$ cat config.mk
export PLATFORM = sky130hd
export DESIGN_NAME = io_bridge
export DESIGN_NICKNAME = d
export VERILOG_FILES = /design/src/rtl/io_bridge.sv
export SDC_FILE = /design/constraint.sdc
export NUM_CORES = 1
export LEC_CHECK = 0
export CAP_MARGIN = 10
export CELL_PAD_IN_SITES_DETAIL_PLACEMENT = 0
export CELL_PAD_IN_SITES_GLOBAL_PLACEMENT = 1
export CORE_MARGIN = 2
export CORE_UTILIZATION = 40
export DETAILED_ROUTE_END_ITERATION = 6
export DONT_BUFFER_PORTS = 1
export PLACE_DENSITY_LB_ADDON = 0.1
export SYNTH_ARGS = -nofsm -noshare
export SYNTH_HDL_FRONTEND = slang
export SYNTH_SLANG_ARGS = --single-unit
$ cat constraint.sdc
create_clock -name clk -period 2.1 [get_ports clk]
set_clock_uncertainty 0.1 [all_clocks]
set_input_delay 0.63 -clock clk [delete_from_list [all_inputs] [get_ports clk]]
set_output_delay 0.63 -clock clk [all_outputs]
set_load 0.05 [all_outputs]
$ cat src/rtl/io_bridge.sv
`default_nettype none
// ============================================================================
// Module      : io_bridge
// Description : Core-to-peripheral IO bridge with one-hot channel select,
//               acknowledge timeout and saturating fault counter.
// Revision    : 1.0 - initial release
// ============================================================================
module io_bridge #(
    parameter int NCH     = 4,
    parameter int AW      = 6,
    parameter int TIMEOUT = 16
) (
    input  logic              clk,
    input  logic              rst_n,
    input  logic              req_valid,
    input  logic [31:0]       req_addr,
    input  logic              req_write,
    input  logic [31:0]       req_wdata,
    output logic              req_ready,
    output logic              rsp_valid,
    output logic [31:0]       rsp_rdata,
    output logic              rsp_fault,
    output logic [NCH-1:0]    p_sel,
    output logic [AW-1:0]     p_addr,
    output logic              p_write,
    output logic [31:0]       p_wdata,
    input  logic [NCH*32-1:0] p_rdata,
    input  logic [NCH-1:0]    p_ack,
    output logic [7:0]        fault_count
);

    localparam int         CW         = (NCH > 1) ? $clog2(NCH) : 1;
    localparam logic [CW:0] c_nch      = (CW+1)'(NCH);
    localparam logic [7:0]  c_tmo_last = 8'(TIMEOUT - 1);

    typedef enum logic [1:0] {
        ST_IDLE   = 2'd0,
        ST_ACCESS = 2'd1,
        ST_RESP   = 2'd2
    } state_t;

    state_t          r_state;
    state_t          w_next_state;

    logic [AW-1:0]   r_addr;
    logic            r_write;
    logic [31:0]     r_wdata;
    logic [CW-1:0]   r_idx;
    logic [7:0]      r_wait;
    logic [31:0]     r_rdata;
    logic            r_fault;
    logic [7:0]      r_fault_count;

    logic [CW-1:0]   w_req_idx;
    logic            w_dec_err;
    logic            w_ack;
    logic            w_timeout;
    logic [31:0]     w_ch_rdata;
    logic [NCH-1:0]  w_sel_onehot;
    logic            w_unused_addr;

    assign w_req_idx     = req_addr[AW+CW-1:AW];
    assign w_dec_err     = ~req_addr[31] | ({1'b0, w_req_idx} >= c_nch);
    assign w_timeout     = (r_wait == c_tmo_last);
    // Only the window, index and bit 31 are decoded; the rest is don't-care.
    assign w_unused_addr = ^req_addr;

    // Only the registered channel's ack/rdata are ever looked at.
    always_comb begin
        w_ack        = 1'b0;
        w_ch_rdata   = '0;
        w_sel_onehot = '0;
        for (int i = 0; i < NCH; i++) begin
            if (r_idx == CW'(i)) begin
                w_ack           = p_ack[i];
                w_ch_rdata      = p_rdata[32*i +: 32];
                w_sel_onehot[i] = 1'b1;
            end
        end
    end

    always_ff @(posedge clk or negedge rst_n) begin
        if (!rst_n) begin
            r_state <= ST_IDLE;
        end else begin
            r_state <= w_next_state;
        end
    end

    always_comb begin
        w_next_state = r_state;
        case (r_state)
            ST_IDLE: begin
                if (req_valid) begin
                    w_next_state = w_dec_err ? ST_RESP : ST_ACCESS;
                end
            end
            ST_ACCESS: begin
                if (w_ack || w_timeout) begin
                    w_next_state = ST_RESP;
                end
            end
            ST_RESP: begin
                w_next_state = ST_IDLE;
            end
            default: begin
                w_next_state = ST_IDLE;
            end
        endcase
    end

    always_ff @(posedge clk or negedge rst_n) begin
        if (!rst_n) begin
            r_addr        <= '0;
            r_write       <= 1'b0;
            r_wdata       <= '0;
            r_idx         <= '0;
            r_wait        <= '0;
            r_rdata       <= '0;
            r_fault       <= 1'b0;
            r_fault_count <= '0;
        end else begin
            case (r_state)
                ST_IDLE: begin
                    if (req_valid) begin
                        r_addr  <= req_addr[AW-1:0];
                        r_write <= req_write;
                        r_wdata <= req_wdata;
                        r_idx   <= w_req_idx;
                        r_wait  <= '0;
                        r_rdata <= '0;
                        r_fault <= w_dec_err;
                    end
                end
                ST_ACCESS: begin
                    // Ack has priority over a timeout in the same cycle.
                    if (w_ack) begin
                        r_rdata <= r_write ? 32'd0 : w_ch_rdata;
                        r_fault <= 1'b0;
                    end else if (w_timeout) begin
                        r_rdata <= '0;
                        r_fault <= 1'b1;
                    end else begin
                        r_wait <= r_wait + 8'd1;
                    end
                end
                ST_RESP: begin
                    if (r_fault && (r_fault_count != 8'hFF)) begin
                        r_fault_count <= r_fault_count + 8'd1;
                    end
                end
                default: begin
                    r_wait <= '0;
                end
            endcase
        end
    end

    assign req_ready   = (r_state == ST_IDLE);
    assign rsp_valid   = (r_state == ST_RESP);
    assign rsp_rdata   = (r_state == ST_RESP) ? r_rdata : 32'd0;
    assign rsp_fault   = (r_state == ST_RESP) & r_fault;
    assign p_sel       = (r_state == ST_ACCESS) ? w_sel_onehot : '0;
    assign p_write     = (r_state == ST_ACCESS) & r_write;
    assign p_addr      = r_addr;
    assign p_wdata     = r_wdata;
    assign fault_count = r_fault_count;

endmodule
`default_nettype wire
== Yosys cells after proc, flatten, opt, wreduce, memory -nomap -nowiden ==
Cells that the tools add are included.

* Output and inout bits: 86
* Bits in registers: 92
* Word-level logic and storage cells: 68

* Reduce and logical (&&, ||, !) cells: 10
* Add/subtract/negate cells: 2
* Equal/unequal tests: 12
* Muxes and demuxes: 31
* Bitwise operators: 4

{| class="wikitable"
|+ Operator list
! kind !! number
|-
| $mux 32 || 9
|-
| $pmux 32 s2 || 1
|-
| $mux 8 || 3
|-
| $pmux 8 s3 || 1
|-
| $add 8x1->8 const B || 2
|-
| $mux 1 || 11
|-
| $eq 8x4->1 const B || 1
|-
| $ne 2x2->1 const B || 4
|-
| $ne 8x8->1 const B || 1
|-
| $eq 2x2->1 const B || 3
|-
| $mux 2 || 3
|-
| $reduce_and 2->1 || 3
|-
| $eq 2x1->1 const B || 2
|-
| $logic_not 2->1 || 2
|-
| $mux 4 || 1
|-
| $pmux 2 s2 || 1
|-
| $reduce_and 4->1 || 1
|-
| $ne 3x3->1 const B || 1
|-
| $reduce_and 3->1 || 1
|-
| $and 1x1->1 || 2
|-
| $not 1->1 || 2
|-
| $pmux 1 s2 || 1
|-
| $reduce_bool 2->1 || 1
|-
| $logic_and 1x1->1 || 1
|-
| $logic_or 1x1->1 || 1
|}

== Depth between registers and ports, before layout ==
* Depth after elaboration: 8
* Depth in mapped cells: 7
* Depth with buffers taken out: 5

== Least setup slack after synthesis ==
No wires, ideal clock.

* Path kind: flip-flop to output port
* From: register r_state[1]
* To: output rsp_rdata[22]
* Required time: 1.370 ns
* Cell stages (with the launch flop): 5
* Slack: -0.437 ns
* Data arrival time: 1.807 ns
* Path through: dfrtp_1 nor2b_1 buf_2 clkbuf_1 and2_1

* Cells in the longest elaborated chain, start to end: 2

{| class="wikitable"
|+ RTL lines
! item !! RTL line !! RTL
|-
| start, declared || 42 || <nowiki>state_t r_state;</nowiki>
|-
| start signal, assigned || 86 || <nowiki>r_state <= w_next_state;</nowiki>
|-
| $eq 2x2->1 || -- ||
|-
| named net rsp_valid || 20 || <nowiki>output logic rsp_valid,</nowiki>
|-
| $mux 32 || 161 || <nowiki>assign rsp_rdata = (r_state == ST_RESP) ? r_rdata : 32'd0;</nowiki>
|-
| end, declared || 21 || <nowiki>output logic [31:0] rsp_rdata,</nowiki>
|}

The timed path passes the listed nets, and every way through them passes these cells.

== Final worst setup path ==
* From: register r_state[1]
* To: output rsp_rdata[21]

* Cells in the longest elaborated chain, start to end: 2

{| class="wikitable"
|+ RTL lines
! item !! RTL line
|-
| $eq 2x2->1 || 161
|-
| $mux 32 || 161
|}

No other way between the ends.

==> summary.txt <==
Worst setup path
  • Largest stage delay on the critical path: about 0.42 ns
  • Worst r2r path cells: 6
  • Most frequent CP cell: buf_12
  • Crit path cell chain: nor2b_4, buf_12, and2_1, buf_12
  • RR Endpoint: p_wdata[2]
  • CP arrival: between 1 and 1.5 ns
  • Crit-path max FO: 35
  • Worst reg-to-reg setup slack: roughly 0.11 ns
  • Reg-to-Reg Start: r_state[0]
  • Crit Path Class: reg -> out
  • Crit end category: output port
  • Data required, critical path: roughly 1.4 ns
  • Startpoint type of the worst setup path: flip-flop
  • Slowest cell on crit path: dfrtp_1

Pwr
  • Peak VDD IR: 979 uV
  • Power, Total: between 0.01 and 0.015 W
  • Leakage dissipation: ~2.6 nW
  • Pwr dens: roughly 1600 mW/mm^2

Routing
  • Remaining DRCs: 40
  • Via density per instance: 5.73
  • Final WL: between 10,000 and 15,000 um
  • Initial drt markers: between 150 and 200
  • Routed length per instance: ~22 um
  • Vias post-DR: 3,138
  • Antenna-violating nets left: 0
  • First-pass detailed-route iteration total: 6

Logic synthesis
  • Post-synth top area share: 0.484
  • Synth unique cells: 47
  • #FFs+latches synth: 92
  • Area of the mapped netlist: roughly 0.0048 mm^2
  • Synth Area in Compound Gates: 0.0946
  • Synth Warn #: 0
  • Synth area leader: dfrtp_1
  • Sequential-to-total area share from yosys stat: 0.484
  • Mux cell area share after synthesis: 0.264
  • Post-synthesis net count: 550
  • Post-Synth Adder-Cell Area: 0.00526
  • Mean Syn Cell Area: 13.7 um^2
  • Synth area leaders: dfrtp_1 48%, mux4_2 16%, mux2_2 9.7%
  • Xor/xnor share of the synthesized area: 0.0129
  • Syn Inst Count: 348
  • Main combinational cell family by area after synthesis: multiplexers
  • Simple-gate area share of the yosys netlist: 0.107

Timing
  • Final hold vios: slightly above 90
  • Fin crit period: between 2 and 2.5 ns
  • F_max: approximately 450 MHz
  • Final setup violation count: 38
  • Slew at the pin with the worst max-slew slack: just over 0.5 ns
  • Final hold slack: -0.119 ns
  • Final Max Slew Viols: 0
  • Worst Slack Setup Final: -0.119 ns
  • Rel. slew slack: 0.663
  • Final period utilization: 1.06
  • Unrepaired setup endpoints after global routing: true

Min path
  • Min-Delay Path Class: in -> async

Clock tree
  • Htree depth: 3
  • CTS Buffer Depth: 2
  • CTS clock-pin slew for the worst setup and hold paths: roughly 0.070 ns
  • Total CTS buffers: 9
  • Clock tree from TritonCTS: done
  • Worst skew pair latency: roughly 0.34 ns
  • Clock Sinks: 92
  • Root buffer cell: clkbuf_16

Cells and area
  • Synthesis-to-layout area growth: 28.1%
  • Final std cells w/o fill: approximately 550
  • Final core occ: 0.530
  • # nets final: around 600
  • Share of layout cells above drive strength 1: 0.473
  • Most frequent cells in the layout: 90 x dfrtp_1, 41 x mux2_2, 33 x mux4_2, 33 x buf_12, 32 x a22o_1
  • Commonest non-fill, non-tap cell in the layout: dfrtp_1

GRT
  • First-pass GRT wire length: approximately 19,000 um
  • Vias in the first global route: around 3,300
  • All-Layer GR Usage: 0.193
  • Grt ovf: 0
  • Largest net degree at the start of global routing: 93
  • Initial antenna violation count: 1

Floorplanning
  • Die ar.: around 0.013 mm^2
  • Row cnt: 39
  • Core Area: 0.0115 mm^2
  • Die Y: roughly 110 um
  • Initial Util: 0.413
  • Chip width: roughly 110 um
  • Top Ports: about 290

Placement
  • Placer's final routability congestion estimate: 0.815
  • Placed insts: around 520
  • I/O Buffers: 0
  • Detailed placement HPWL: 9110 um

Run status
  • Status: complete, but fails checks
  • Failing checks: design-rule violations, negative hold slack, negative setup slack

Run
  • Max Cap Viol: 0
## worst max path at each step
| stage | end | slack (ns) | from | cells past startpoint |
|---|---|---|---|---|
| 2_1_floorplan | rsp_rdata[22] | -0.08 | r_state[1] | 4 |
| 3_3_place_gp | r_rdata[15] | 0.11 | p_ack[3] | 4 |
| 3_5_place_dp | r_wait[7] | 0.08 | r_wait[0] | 5 |
| 4_1_cts | rsp_rdata[8] | -0.14 | r_state[1] | 4 |
| 5_1_grt | rsp_rdata[15] | -0.18 | r_state[1] | 4 |
| 6_report | rsp_rdata[21] | -0.12 | r_state[1] | 4 |
## power by group
part,internal (W),switching [W]
logic,0.00210,0.00203
registers,0.00248,0.00186
clock network,0.000819,0.000733
## cell families after synthesis
kind of cell,Yosys count
AO/OA/AOI/OAI,54
buffers and inverters,29
multiplexers,79
AND/OR/NAND/NOR,85
adder cells (fa/ha/maj),2
flip-flops,92
XOR/XNOR,7
## registers in the layout, indices dropped and copies added, names as in the netlist
signal       cells
r_rdata         32
p_wdata         32
fault_count      8
r_write          1
p_addr           6
r_wait           8
r_state          2
r_fault          1
r_idx            2
## per-layer routing
metal,vias up,track usage,share of wire
met3,18,0.0568,0.095
met4,0,0.0715,0.016
met5,-,0,0
met2,185,0.337,0.51
met1,1521,0.225,0.37
li1,1414,-,-
## worst max-delay path: cells and delay by family, from the launching register on
kind	cells	cell delay, ns
AND/OR/NAND/NOR	2	0.38
flip-flops	1	0.42
buffers and inverters	2	0.32
## cells in the mapped netlist, drive strengths merged
cell type	n
a21boi	1
a21o	2
a21oi	4
a22o	32
a22oi	1
and2	35
and3	3
buf	16
clkbuf	9
dfrtp	92
ha	2
inv	4
mux2	41
mux2i	5
mux4	33
nand2	8
nand2b	3
nand3	5
nand3b	1
nand4	1
nor2	14
nor2b	3
nor3	5
nor3b	1
nor4	2
nor4b	2
o211ai	4
o21ai	4
o221a	1
o22ai	1
o2bb2ai	1
o31ai	1
o41ai	2
or3b	1
or4	1
xnor2	1
xor2	6
## cell type report
class                      instances  area [um^2]
antenna                            1         2.50
clock buffer                       9          225
clock inverter                     7         58.8
fill                             987         5420
inverter                           4         15.0
multi-input combinational        227         2400
sequential                        92         2300
tap                              143          179
timing repair buffer              65          916
## metrics by stage
step | setup WS (ns) | area, um^2 | setup TNS (ns)
finish | -0.119 | 6100 | -3.57
global route | -0.182 | 6100 | -5.78
CTS | -0.136 | 6050 | -4.32
detailed placement | 0.0787 | 5660 | 0
global placement | 0.114 | 5660 | 0
floorplan | -0.0778 | 4800 | -0.0893
## what timing repair did
item,CTS,global route
endpoints found under the hold margin,92,92
endpoints found under the setup margin,39,63
pin swaps,4,2
gates resized for setup,14,7
setup buffers,9,6
Note: power is estimated with default switching activity, not from simulation.
